===== src/rtl/debug_reg_ctrl.sv =====
// Debug access controller: halts the core, reaches the register file through the
// coprocessor IO port and returns one response per accepted host command.
module debug_reg_ctrl #(
    parameter int unsigned N       = 64,
    parameter int unsigned TIMEOUT = 16
) (
    input  logic         clk_i,
    input  logic         rst_ni,
    // host command channel
    input  logic         cmd_valid_i,
    output logic         cmd_ready_o,
    input  logic [1:0]   cmd_op_i,
    input  logic [4:0]   cmd_addr_i,
    input  logic [N-1:0] cmd_wdata_i,
    // host response channel
    output logic         rsp_valid_o,
    input  logic         rsp_ready_i,
    output logic [N-1:0] rsp_data_o,
    output logic         rsp_err_o,
    // core control
    output logic         core_stall_o,
    input  logic         core_idle_i,
    output logic         halted_o,
    // coprocessor IO port
    output logic [14:0]  dbg_addr_o,
    output logic [2:0]   dbg_ctrl_o,
    output logic [N-1:0] dbg_wdata_o,
    input  logic [N-1:0] dbg_rdata_i
);

    localparam int unsigned CntW = (TIMEOUT > 2) ? $clog2(TIMEOUT) : 1;
    localparam logic [CntW-1:0] CntLast = CntW'(TIMEOUT - 1);

    localparam logic [1:0] OpHalt   = 2'b00;
    localparam logic [1:0] OpResume = 2'b01;
    localparam logic [1:0] OpRead   = 2'b10;
    localparam logic [1:0] OpWrite  = 2'b11;

    typedef enum logic [2:0] {
        StRun,
        StHaltWait,
        StHalted,
        StAccess,
        StResp
    } state_e;

    state_e          state_q;
    logic            ret_halted_q;  // state to resume after the response is taken
    logic [CntW-1:0] cnt_q;
    logic            stall_q;
    logic            halted_q;
    logic            rsp_valid_q;
    logic [N-1:0]    rsp_data_q;
    logic            rsp_err_q;
    logic [4:0]      dbg_addr_q;
    logic            dbg_we_q;
    logic            dbg_re_q;
    logic [N-1:0]    dbg_wdata_q;

    logic accept;

    // Commands are taken only in the two resting states; RESP blocks new commands.
    always_comb begin
        cmd_ready_o = (state_q == StRun) || (state_q == StHalted);
        accept      = cmd_valid_i && cmd_ready_o;
    end

    // Controller FSM; every output is a register updated here.
    always_ff @(posedge clk_i or negedge rst_ni) begin
        if (!rst_ni) begin
            state_q      <= StRun;
            ret_halted_q <= 1'b0;
            cnt_q        <= '0;
            stall_q      <= 1'b0;
            halted_q     <= 1'b0;
            rsp_valid_q  <= 1'b0;
            rsp_data_q   <= '0;
            rsp_err_q    <= 1'b0;
            dbg_addr_q   <= '0;
            dbg_we_q     <= 1'b0;
            dbg_re_q     <= 1'b0;
            dbg_wdata_q  <= '0;
        end else begin
            unique case (state_q)
                StRun: begin
                    if (accept) begin
                        if (cmd_op_i == OpHalt) begin
                            state_q <= StHaltWait;
                            stall_q <= 1'b1;
                            cnt_q   <= '0;
                        end else begin
                            // Resume is a no-op; register access is refused while running.
                            state_q      <= StResp;
                            ret_halted_q <= 1'b0;
                            rsp_valid_q  <= 1'b1;
                            rsp_data_q   <= '0;
                            rsp_err_q    <= (cmd_op_i == OpRead) || (cmd_op_i == OpWrite);
                        end
                    end
                end

                StHaltWait: begin
                    if (core_idle_i) begin
                        state_q      <= StResp;
                        ret_halted_q <= 1'b1;
                        halted_q     <= 1'b1;
                        rsp_valid_q  <= 1'b1;
                        rsp_data_q   <= '0;
                        rsp_err_q    <= 1'b0;
                    end else if (cnt_q == CntLast) begin
                        // Core never drained: release it and report failure.
                        state_q      <= StResp;
                        ret_halted_q <= 1'b0;
                        stall_q      <= 1'b0;
                        rsp_valid_q  <= 1'b1;
                        rsp_data_q   <= '0;
                        rsp_err_q    <= 1'b1;
                    end else begin
                        cnt_q <= cnt_q + CntW'(1);
                    end
                end

                StHalted: begin
                    if (accept) begin
                        unique case (cmd_op_i)
                            OpHalt: begin
                                state_q      <= StResp;
                                ret_halted_q <= 1'b1;
                                rsp_valid_q  <= 1'b1;
                                rsp_data_q   <= '0;
                                rsp_err_q    <= 1'b0;
                            end
                            OpResume: begin
                                state_q      <= StResp;
                                ret_halted_q <= 1'b0;
                                stall_q      <= 1'b0;
                                halted_q     <= 1'b0;
                                rsp_valid_q  <= 1'b1;
                                rsp_data_q   <= '0;
                                rsp_err_q    <= 1'b0;
                            end
                            OpRead: begin
                                state_q    <= StAccess;
                                dbg_addr_q <= cmd_addr_i;
                                dbg_re_q   <= 1'b1;
                            end
                            default: begin
                                state_q     <= StAccess;
                                dbg_addr_q  <= cmd_addr_i;
                                dbg_we_q    <= 1'b1;
                                dbg_wdata_q <= cmd_wdata_i;
                            end
                        endcase
                    end
                end

                StAccess: begin
                    // Single-cycle port access; the register file commits or answers now.
                    state_q      <= StResp;
                    ret_halted_q <= 1'b1;
                    rsp_valid_q  <= 1'b1;
                    rsp_err_q    <= 1'b0;
                    rsp_data_q   <= (dbg_re_q && (dbg_addr_q != 5'd0)) ? dbg_rdata_i : '0;
                    dbg_addr_q   <= '0;
                    dbg_we_q     <= 1'b0;
                    dbg_re_q     <= 1'b0;
                    dbg_wdata_q  <= '0;
                end

                StResp: begin
                    if (rsp_ready_i) begin
                        state_q     <= ret_halted_q ? StHalted : StRun;
                        rsp_valid_q <= 1'b0;
                        rsp_data_q  <= '0;
                        rsp_err_q   <= 1'b0;
                    end
                end

                default: begin
                    state_q <= StRun;
                end
            endcase
        end
    end

    // Output wiring from the registered state.
    always_comb begin
        rsp_valid_o  = rsp_valid_q;
        rsp_data_o   = rsp_data_q;
        rsp_err_o    = rsp_err_q;
        core_stall_o = stall_q;
        halted_o     = halted_q;
        dbg_addr_o   = {10'b0, dbg_addr_q};
        dbg_ctrl_o   = {halted_q, dbg_re_q, dbg_we_q};
        dbg_wdata_o  = dbg_wdata_q;
    end

    // Debug write must never overlap core register writes.
    a_we_only_halted : assert property (
        @(posedge clk_i) disable iff (!rst_ni) dbg_we_q |-> halted_q);

    // Port strobes are confined to the access cycle.
    a_strobe_in_access : assert property (
        @(posedge clk_i) disable iff (!rst_ni) (dbg_we_q || dbg_re_q) |-> (state_q == StAccess));

endmodule


===== config.mk =====
export PLATFORM = sky130hd
export DESIGN_NAME = debug_reg_ctrl
export DESIGN_NICKNAME = d
export VERILOG_FILES = /design/src/rtl/debug_reg_ctrl.sv
export SDC_FILE = /design/constraint.sdc
export NUM_CORES = 1
export LEC_CHECK = 0
export CORE_UTILIZATION = 40
export CTS_CLUSTER_DIAMETER = 100
export DETAILED_ROUTE_END_ITERATION = 8
export GPL_TIMING_DRIVEN = 0
export PLACE_DENSITY = 0.78
export SKIP_CTS_REPAIR_TIMING = 1
export SYNTH_ARGS = -nofsm -noshare
export SYNTH_HDL_FRONTEND = slang
export SYNTH_SLANG_ARGS = --single-unit

===== constraint.sdc =====
create_clock -name clk_i -period 2.3 [get_ports clk_i]
set_input_delay 0.23 -clock clk_i [delete_from_list [all_inputs] [get_ports clk_i]]
set_output_delay 0.23 -clock clk_i [all_outputs]
set_load 0.02 [all_outputs]

== Word-level counts from Yosys, hierarchy flattened ==
Index checks and enable logic that the tools add are counted.

* Register bits: 147
* Word-level logic and storage cells: 125
* Output and inout bits: 151
* Input bits: 140

* Mux-type cells: 64
* Reduce and logical (&&, ||, !) cells: 24
* Add/sub/neg operators: 1
* Eq/ne operators: 24

{| class="wikitable"
|+ Operators with widths
! kind !! count
|-
| $mux 64 || 10
|-
| $pmux 64 s5 || 1
|-
| $pmux 64 s2 || 1
|-
| $mux 1 || 27
|-
| $ne 2x2->1 const B || 11
|-
| $mux 3 || 7
|-
| $mux 4 || 4
|-
| $pmux 3 s5 || 1
|-
| $reduce_and 7->1 || 2
|-
| $mux 5 || 2
|-
| $pmux 1 s5 || 2
|-
| $pmux 5 s2 || 1
|-
| $reduce_bool 5->1 || 2
|-
| $reduce_and 3->1 || 3
|-
| $pmux 1 s2 || 4
|-
| $pmux 4 s2 || 1
|-
| $reduce_and 4->1 || 2
|-
| $eq 3x2->1 const B || 2
|-
| $ne 2x1->1 const B || 3
|-
| $reduce_and 6->1 || 1
|-
| $reduce_bool 2->1 || 3
|-
| $reduce_and 5->1 || 1
|-
| $add 4x1->4 const B || 1
|-
| $eq 2x2->1 const B || 2
|-
| other kinds (17) || 19
|}

== Depth between registers and ports, before layout ==
Gate-level depths: netlist of the first run.

* Depth after elaboration: 5
* Mapped depth: 8
* Gate-level depth less buffers: 5

== Least setup slack after synthesis of the first run ==
OpenSTA, ideal clock, no wires.

* Path kind: register -> register
* Start: register state_q[1]
* End: register rsp_err_q, in the netlist rsp_err_o
* Buffers on the path: 1
* Arrival time: 1.636 ns
* Stages on the path, launching flop included: 6
* Library setup time: 0.128 ns
* Setup slack: 0.536 ns
* Period minus slack after synthesis: 1.764 ns
* Required time: 2.172 ns
* Path through: dfrtp_1 or3_1 a31o_1 a21boi_2 buf_6 mux2_1

* Word-level cells in the longest chain between the ends: 5
* Elaborated cells on any way between the ends: 16
* Classes of those cells: eq/ne (10); mux (1); reduce/logical (5)

{| class="wikitable"
|+ RTL lines
! item !! RTL line !! RTL
|-
| start: declaration || 47 || <nowiki>state_e state_q;</nowiki>
|-
| start signal: assignment || 71 || <nowiki>state_q <= StRun;</nowiki>
|-
| start signal: assignment || 88 || <nowiki>state_q <= StHaltWait;</nowiki>
|-
| start signal: assignment || 93 || <nowiki>state_q <= StResp;</nowiki>
|-
| $eq 3x2->1 or $logic_not 3->1 (tied branches) || 64, 84 ||
|-
| $logic_or 1x1->1 || 64 || <nowiki>cmd_ready_o = (state_q == StRun) || (state_q == StHalted);</nowiki>
|-
| $logic_and 1x1->1 || 65 || <nowiki>accept = cmd_valid_i && cmd_ready_o;</nowiki>
|-
| $ne 2x2->1 (no source line) || n/a ||
|-
| $reduce_and 7->1 (no source line) || n/a ||
|-
| end signal: assignment || 97 || <nowiki>rsp_err_q <= (cmd_op_i == OpRead) || (cmd_op_i == OpWrite);</nowiki>
|-
| end: declaration || 54 || <nowiki>logic rsp_err_q;</nowiki>
|}

Parallel ways exist; a longest one is shown, timed or not.
A chain may end at the register's enable or synchronous reset.

== Worst setup path in the final report of the first run ==
* Start: register state_q[1]
* End: register rsp_data_q[7], in the netlist rsp_data_o[7]

* Word-level cells in the longest chain between the ends: 5
* Elaborated cells on any way between the ends: 16
* Classes of those cells: eq/ne (10); mux (1); reduce/logical (5)

{| class="wikitable"
|+ RTL lines
! item !! RTL line !! RTL
|-
| $eq 3x2->1 or $logic_not 3->1 (tied branches) || 64, 84 ||
|-
| $logic_or 1x1->1 || 64 ||
|-
| $logic_and 1x1->1 || 65 ||
|-
| $ne 2x2->1 (no source line) || n/a ||
|-
| $reduce_and 7->1 (no source line) || n/a ||
|-
| end signal: assignment || 163 || <nowiki>rsp_data_q <= (dbg_re_q && (dbg_addr_q != 5'd0)) ? dbg_rdata_i : '0;</nowiki>
|-
| end: declaration || 53 || <nowiki>logic [N-1:0] rsp_data_q;</nowiki>
|}

Parallel ways exist; a longest one is shown, timed or not.

==> impl_metrics.yaml, run 1 <==
power_and_ir_drop:
  internal_power_uw: 5960
  max-vdd-ir-drop_mv: 0.624
  p_switching_uw: 2500
  p_seq_share_pct: 37.6
  power.density_nw_per_um2: 881
  netSwitchingFraction_pct: 29.6
  p_leak_uw: 0.00430
  clkPwrFrac_pct: 34.6
  power_frac_comb_pct: 27.8
  report.power.total_uw: 8460
layout:
  final_cell_mix: "277 x clkdlybuf4s50_1, 147 x dfrtp_1, 136 x nand2_1, 75 x o21ai_0, 65 x a22o_1"
  drive_above_1_share_pct: 7.27
  final_common_cell: "clkdlybuf4s50_1"
  nNetsFinal: 997
  area_growth_pct: 63.4
  antennaDiodeCount: 0
  final_cells: 1047
worst_setup_path:
  required_ns: 2.65
  critical_path_class: "register to register"
  r2r-end: "rsp_data_o[7]$_DFFE_PN0P_"
  r2r_cells: 6
  rr_startpoint: "state_q[1]$_DFFE_PN0P_"
  cp-endpoint: "rsp_data_o[7]$_DFFE_PN0P_"
  reg2reg_slack_ns: 0.24
  crit_path_start_kind: "register"
  crit_path_start: "state_q[1]$_DFFE_PN0P_"
  critical_path.max_fanout: 10
  worstPathArrival_ns: 2.41
  endpoint_kind: "register"
clocking:
  path_clk_slew_ns: 0.06
  clock_latency_ns: 0.42
  clock_path_buffers: 2
  cts-htree-levels: 4
  cts_buffers: 17
  cts_sinks: 147
  cts_tree: "yes"
  cts_root_buf: "clkbuf_16"
floorplanning:
  core_um2: 14100
  initial_core_util_pct: 41.7
  rows: 43
  dieArea_um2: 15200
  die_y_um: 123
  ios: 291
  fp.dieW_um: 123
placed_design:
  port_buffers: 279
  place_inst: 1016
  gp_congestion: 0.880
  dpl.hpwl_mm: 14.2
logic_synthesis:
  synth_cell_types: 41
  yosysSeqAreaShare_pct: 62.6
  synth_top_area_share_pct: 62.6
  async_flop_share_pct: 100
  ys_ff_latch: 147
  netlist_instances: 547
  synth_area_leader_cell: "dfrtp_1"
  synth_area_leaders: "dfrtp_1 63%, a22o_1 9.7%, nand2_1 8.7%"
  synth_warnings: 0
  synthFlopType: "dfrtp_1"
  syn_avg_cell_area_um2: 10.8
  synth_edf_count: 0
  syn-cell-area_um2: 5880
global_route:
  track_usage_pct: 25.1
  grt_overflow: 0
  grt_pass1_vias: 5299
  antenna_found_initial: 0
  grt_pass1_wl_mm: 28.4
  grt_max_degree: 77
worst_hold_path:
  min_path_type: "input port to register"
timing:
  period_share_pct: 89.7
  finalClockSkew_ns: 0.00861
  setup_viol: 0
  hold_viol: 0
  tightest_slew_ns: 0.694
  drv_slew: 0
  timing.fmax_mhz: 484
  slew_headroom_pct: 53.8
  fin_setup_tns_ns: 0
  fin_crit_ns: 2.06
  rsz0062_at_grt: "false"
routing:
  vias: 5411
  drc: 0
  routed_via_density: 5.17
  drt-initial-drc-count: 261
  wirelength_mm: 19.4
  drtPass1Iterations: 5
  drtAntennaViolNets: 0
  wl_per_cell_um: 18.5
status:
  status: "finished clean"
job:
  maxCapViolations: 0
## power groups by stage
stage / clock network, uW / registers, uW / logic, uW
2_1_floorplan: 0 / 3550 / 770
3_3_place_gp: 0 / 3190 / 2280
3_5_place_dp: 0 / 3210 / 2350
4_1_cts: 2960 / 3180 / 2360
5_1_grt: 3070 / 3220 / 2510
6_report: 2930 / 3180 / 2350
## layout make-up
type / count / area [um2]
plain buffers: 53 / 308
clock buffers: 21 / 470
clock inverters: 9 / 154
fillers: 1020 / 4490
inverters: 7 / 26.3
multi-input cells: 349 / 1910
flip-flops and latches: 147 / 3680
well taps: 180 / 225
repair buffers: 281 / 2830
## per-layer routing
layer  vias to the layer above  share of wire (%)  GRT usage [%]
li1                       2486                  -              -
met4                         0                2.2           8.66
met5                         -                  0              0
met3                        31                 11           11.4
met2                       262                 49           42.7
met1                      2632                 37           27.6
## synthesized netlist by cell type (5+ instances only)
cell type	number
nand3b_1	7
buf_6	6
a21oi_1	5
nor2_1	13
o21ai_0	75
buf_4	14
nand3_1	6
nand2_1	136
buf_2	7
a22o_1	65
inv_1	7
dfrtp_1	147
clkbuf_1	22
## through the flow
step	area (um2)	worst slack, ns	hold slack [ns]	util (%)
6_report	9610	0.236	0.227	68.2
5_1_grt	9610	0.0866	0.255	68.2
4_1_cts	9590	0.0236	-0.162	68.0
3_5_place_dp	8960	-0.190	0.285	63.6
3_3_place_gp	8930	-4.69	0.461	63.4
2_1_floorplan	5910	0.536	-0.0656	-
## flip-flops by register name (all words and copies together), names as in the netlist, 3 cells and up
register / count
dbg_addr_q: 5
state_q: 3
dbg_wdata_o: 64
cnt_q: 4
rsp_data_o: 64
## how the worst min path moves through the flow
stage | start | endpoint | slack (ns) | cells past startpoint
after detailed placement | rst_ni | rsp_data_o[36]$_DFFE_PN0P_ | 0.28 | 1
after global routing | cmd_op_i[1] | state_q[1]$_DFFE_PN0P_ | 0.26 | 3
after floorplan | rst_ni | cnt_q[0]$_DFFE_PN0P_ | -0.07 | 0
after CTS | rst_ni | rsp_data_o[36]$_DFFE_PN0P_ | -0.16 | 1
final | cmd_op_i[1] | state_q[1]$_DFFE_PN0P_ | 0.23 | 3
after global placement | dbg_we_q$_DFFE_PN0P_ | dbg_we_q$_DFFE_PN0P_ | 0.46 | 1
## logic make-up after synthesis
group | count (synthesis) | synth area share [%]
adders and majority gates | 1 | 0.213
muxes | 1 | 0.191
and+or+nand+nor | 175 | 12.5
DFF | 147 | 62.6
AOI/OAI and AO/OA | 160 | 18.6
other | 1 | 0.0638
buffers and inverters | 60 | 5.64
xor gates and xnor gates | 2 | 0.298
## critical path, stage by stage (launching register included)
cell and delay [ns]:
dfrtp_1 0.41, buf_4 0.19, and2b_1 0.20, nand3_1 0.16, a21oi_4 0.36, clkbuf_1 0.42, a22o_1 0.25
Note: power is estimated with default switching activity, not from simulation.
==> inputs of run 2 (changes only) <==
--- a/config.mk
+++ b/config.mk
@@ -5,11 +5,12 @@
 export SDC_FILE = /design/constraint.sdc
 export NUM_CORES = 1
 export LEC_CHECK = 0
-export CORE_UTILIZATION = 40
+export CORE_UTILIZATION = 44
 export CTS_CLUSTER_DIAMETER = 100
 export DETAILED_ROUTE_END_ITERATION = 8
 export GPL_TIMING_DRIVEN = 0
-export PLACE_DENSITY = 0.78
+export MAX_ROUTING_LAYER = met4
+export PLACE_DENSITY = 0.87
 export SKIP_CTS_REPAIR_TIMING = 1
 export SYNTH_ARGS = -nofsm -noshare
 export SYNTH_HDL_FRONTEND = slang
==> constraint.sdc (replaced) <==
create_clock -name clk_i -period 2.7 [get_ports clk_i]
set_input_delay 0.27 -clock clk_i [delete_from_list [all_inputs] [get_ports clk_i]]
set_output_delay 0.27 -clock clk_i [all_outputs]
set_load 0.02 [all_outputs]
==> run 2 against run 1 <==
  * First-iteration DRC count grew 33%
  * Die area shrank 9.0%
  * Design area shrank 0.53%
  * Hold slack gained 0.079 ns
  * Non-clock buffer count is the same
  * Largest cell class unchanged
==> impl_metrics.yaml, run 2 (synthesis gave the netlist of run 1 again) <==
status:
  status: "finished clean"
worst_setup_path:
  slowest_delay_ns: 0.55
  endpoint_kind: "primary output"
  critical_path_class: "register to primary output"
  worstPathArrival_ns: 2.06
  crit_slowest_cell: "clkdlybuf4s50_1"
  critical_path.max_fanout: 10
  cp_cell_sequence: "buf_2, clkbuf_1, nor2_1, clkdlybuf4s50_1"
  crit_path_start_kind: "register"
  required_ns: 2.43
floorplanning:
  dieArea_um2: 13800
  rows: 41
  core_um2: 12800
  ios: 291
  fp.dieW_um: 118
  die_y_um: 118
  initial_core_util_pct: 45.9
layout:
  area_growth_pct: 62.5
  antennaDiodeCount: 0
  final_area_um2: 9560
  final_cell_mix: "278 x clkdlybuf4s50_1, 147 x dfrtp_1, 136 x nand2_1, 75 x o21ai_0, 65 x a22o_1"
  final_common_cell: "clkdlybuf4s50_1"
  fillers: 853
  nNetsFinal: 997
  drive_above_1_share_pct: 7.26
routing:
  drt-initial-drc-count: 347
  drc: 0
  drtAntennaViolNets: 0
  wirelength_mm: 19.1
  wl_per_cell_um: 18.4
  routed_via_density: 5.16
  vias: 5370
  drtPass1Iterations: 7
placed_design:
  port_buffers: 279
  place_area_um2: 8950
  gp_congestion: 0.877
  dpl.hpwl_mm: 13.6
clocking:
  cts-htree-levels: 4
  clock_path_buffers: 2
  cts_tree: "yes"
  cts_root_buf: "clkbuf_16"
  clock_latency_ns: 0.42
  cts_buffers: 17
  path_clk_slew_ns: 0.05
  cts_sinks: 147
global_route:
  grt_max_degree: 96
  track_usage_pct: 28.7
  grt_pass1_wl_mm: 29.4
  grt_pass1_vias: 5361
  antenna_found_initial: 0
  grt_overflow: 0
timing:
  fin_crit_ns: 2.33
  rsz0062_at_grt: "false"
  setup_viol: 0
  slew_headroom_pct: 53.3
  tightest_slew_ns: 0.690
  finalClockSkew_ns: 0.0113
  fin_hold_ws_ns: 0.307
  timing.fmax_mhz: 429
  drv_slew: 0
  period_share_pct: 86.3
  hold_viol: 0
power_and_ir_drop:
  max-vdd-ir-drop_mv: 0.505
  power.density_nw_per_um2: 741
  p_leak_uw: 0.00428
worst_hold_path:
  min_path_type: "input port to register"
job:
  maxCapViolations: 0
## run 2: critical path: cells and delay by family, from the launching register on
kind	cells	cell delay [ns]
flops	1	0.42
simple gates	1	0.09
buf+inv	3	1.13
## run 2: worst paths after layout
path	end	cells after the start	slack, ns	startpoint
hold reg to reg	dbg_we_q$_DFFE_PN0P_	1	0.49	dbg_we_q$_DFFE_PN0P_
min in group asynchronous	dbg_wdata_o[41]$_DFFE_PN0P_	2	0.36	rst_ni
max in group asynchronous	state_q[1]$_DFFE_PN0P_	3	1.51	rst_ni
setup reg to reg	dbg_wdata_o[43]$_DFFE_PN0P_	7	0.51	state_q[2]$_DFFE_PN0P_
hold / removal	state_q[1]$_DFFE_PN0P_	3	0.31	cmd_op_i[1]
setup / recovery	cmd_ready_o	4	0.37	state_q[0]$_DFFE_PN0P_
## run 2: final cells by class
type | instances | area, um2 | area share, %
clock buffer | 18 | 439 | 4.60
tap | 172 | 215 | 2.25
inverter | 7 | 26.3 | 0.275
multi-input combinational | 349 | 1900 | 19.9
clock inverter | 13 | 156 | 1.64
buffer | 53 | 305 | 3.19
timing repair buffer | 281 | 2830 | 29.6
sequential | 147 | 3680 | 38.5
## run 2: metrics by stage
step           utilization (%)  total power (uW)  TNS, ns  setup slack [ns]  cells
6_report                  74.5              7080        0             0.369   1040
5_1_grt                   74.5              7350        0             0.263   1040
4_1_cts                   74.4              7110        0             0.344   1039
3_5_place_dp              69.8              4710        0            0.0871   1008
3_3_place_gp              69.6              4640  -615.12             -4.20   1007
2_1_floorplan                -              3680        0             0.936    556
## run 2: where the power goes
part | leakage, uW | total [uW] | internal (uW) | switching, uW
logic | 0.00228 | 2000 | 963 | 1040
registers | 0.00171 | 2700 | 2500 | 195
clock network | 0.000292 | 2380 | 1470 | 910
## run 2: per-layer routing
metal	vias to the layer above	part of all wire (%)	track usage (%)	routed length (um)
met1	2628	39	32.7	7520
met5	-	0	-	0
met3	30	7.2	7.36	1380
met4	0	2.0	10.7	387
li1	2474	-	-	-
met2	238	51	48.6	9860
==> inputs of run 3 (changes only) <==
--- a/config.mk
+++ b/config.mk
@@ -5,6 +5,7 @@
 export SDC_FILE = /design/constraint.sdc
 export NUM_CORES = 1
 export LEC_CHECK = 0
+export CORE_ASPECT_RATIO = 0.75
 export CORE_UTILIZATION = 44
 export CTS_CLUSTER_DIAMETER = 100
 export DETAILED_ROUTE_END_ITERATION = 8
==> run 3 against run 2 <==
  * Global-route usage shrank 1.2 points
  * Sequential cell count is the same
  * Sequential power is essentially flat
  * Clock-buffer cell count is the same
  * Clock skew shrank 0.0011 ns
  * Largest power group unchanged
  * Die area is essentially flat
  * Maximum frequency shrank 2.5%
  * Largest cell class unchanged
  * Clock power shrank 4%
  * First-iteration DRC count shrank 45%
  * Design area shrank 0.13%
==> impl_metrics.yaml, run 3 (synthesis gave the netlist of run 1 again) <==
timing:
  slew_headroom_pct: 57.8
  period_share_pct: 88.5
  setup_viol: 0
  hold_viol: 0
  timing.fmax_mhz: 418
  finalClockSkew_ns: 0.0102
  tightest_slew_ns: 0.625
  fin_crit_ns: 2.39
  fin_setup_tns_ns: 0
  fin_ws_ns: 0.310
  drv_slew: 0
  rsz0062_at_grt: "false"
layout:
  final_area_um2: 9540
  antennaDiodeCount: 0
  final_cell_mix: "278 x clkdlybuf4s50_1, 147 x dfrtp_1, 136 x nand2_1, 75 x o21ai_0, 65 x a22o_1"
  nNetsFinal: 997
  final_common_cell: "clkdlybuf4s50_1"
  drive_above_1_share_pct: 7.36
  area_growth_pct: 62.3
power_and_ir_drop:
  report.power.total_uw: 6980
  p_leak_uw: 0.00426
  max-vdd-ir-drop_mv: 0.505
  power.density_nw_per_um2: 732
floorplanning:
  fp.dieW_um: 135
  rows: 36
  ios: 291
  initial_core_util_pct: 45.2
  core_um2: 13000
  dieArea_um2: 13800
  die_y_um: 102
placed_design:
  gp_congestion: 0.871
  port_buffers: 279
  pre_cts_slack_ns: 0.0673
  dpl.hpwl_mm: 13.1
  place_area_um2: 8950
global_route:
  grt_pass1_wl_mm: 27.5
  grt_max_degree: 88
  track_usage_pct: 27.5
  grt_overflow: 0
  grt_pass1_vias: 5119
  antenna_found_initial: 0
routing:
  drt-initial-drc-count: 192
  drtAntennaViolNets: 0
  wl_per_cell_um: 17.2
  drc: 0
  wirelength_mm: 17.9
  vias: 5225
  routed_via_density: 5.02
  drtPass1Iterations: 5
clocking:
  cts_buffers: 17
  path_clk_slew_ns: 0.06
  clock_latency_ns: 0.41
  cts-htree-levels: 4
  cts_root_buf: "clkbuf_16"
  cts_tree: "yes"
  cts_sinks: 147
  clock_path_buffers: 2
worst_setup_path:
  critical_path_class: "register to primary output"
  crit_path_start_kind: "register"
  worstPathArrival_ns: 2.12
  endpoint_kind: "primary output"
  required_ns: 2.43
  critical_path.max_fanout: 10
job:
  maxCapViolations: 0
worst_hold_path:
  min_path_type: "input port to register"
status:
  status: "finished clean"
run 3: changes by cell type in the layout (fill, tap and decap cells not counted), sizes merged:
cell	change
clkinv	-2
inv	+4
bufinv	-2
clkinvlp	+1
run 3: path summary, 6_finish.rpt:
kind                                             start                          end  slack [ns]  cells past startpoint
worst max-delay path            state_q[0]$_DFFE_PN0P_                  cmd_ready_o        0.31                      4
worst min register to register    dbg_we_q$_DFFE_PN0P_         dbg_we_q$_DFFE_PN0P_        0.48                      1
worst min-delay path                       cmd_op_i[1]       state_q[1]$_DFFE_PN0P_        0.31                      3
worst max register to register  state_q[2]$_DFFE_PN0P_  dbg_wdata_o[46]$_DFFE_PN0P_        0.45                      7
max in group asynchronous                       rst_ni   rsp_data_o[60]$_DFFE_PN0P_        1.47                      3
min in group asynchronous                       rst_ni  dbg_wdata_o[46]$_DFFE_PN0P_        0.40                      2
run 3: power by group:
part	total [uW]	switching (uW)	internal [uW]
combinational	1990	1030	962
sequential	2710	206	2500
clock	2290	965	1320
total	6980	2200	4790
run 3: final cells by class:
class	count	area (um2)
plain buffers	53	305
fillers	885	3470
repair buffers	281	2830
clock inverters	14	145
clock buffers	18	439
inverters	7	26.3
well taps	171	214
flip-flops and latches	147	3680
multi-input cells	349	1900
run 3: through the flow:
stage	util [%]	instances	hold WS [ns]
floorplan	-	556	-0.0256
CTS	73.2	1039	-0.160
global route	73.3	1040	0.332
detailed placement	68.8	1007	0.282
finish	73.3	1040	0.310
global placement	68.5	1006	0.469
run 3: critical path, stage by stage, from the launching register on:
cell,delay (ns)
dfrtp_1,0.44
buf_2,0.23
clkbuf_1,0.39
nor2_1,0.10
clkdlybuf4s50_1,0.55
run 3: per-layer routing:
metal / part of all wire, % / global-route usage [%]
met5: 0 / -
met2: 50 / 44.6
met3: 8.0 / 8.63
met4: 1.6 / 9.25
met1: 40 / 32.8
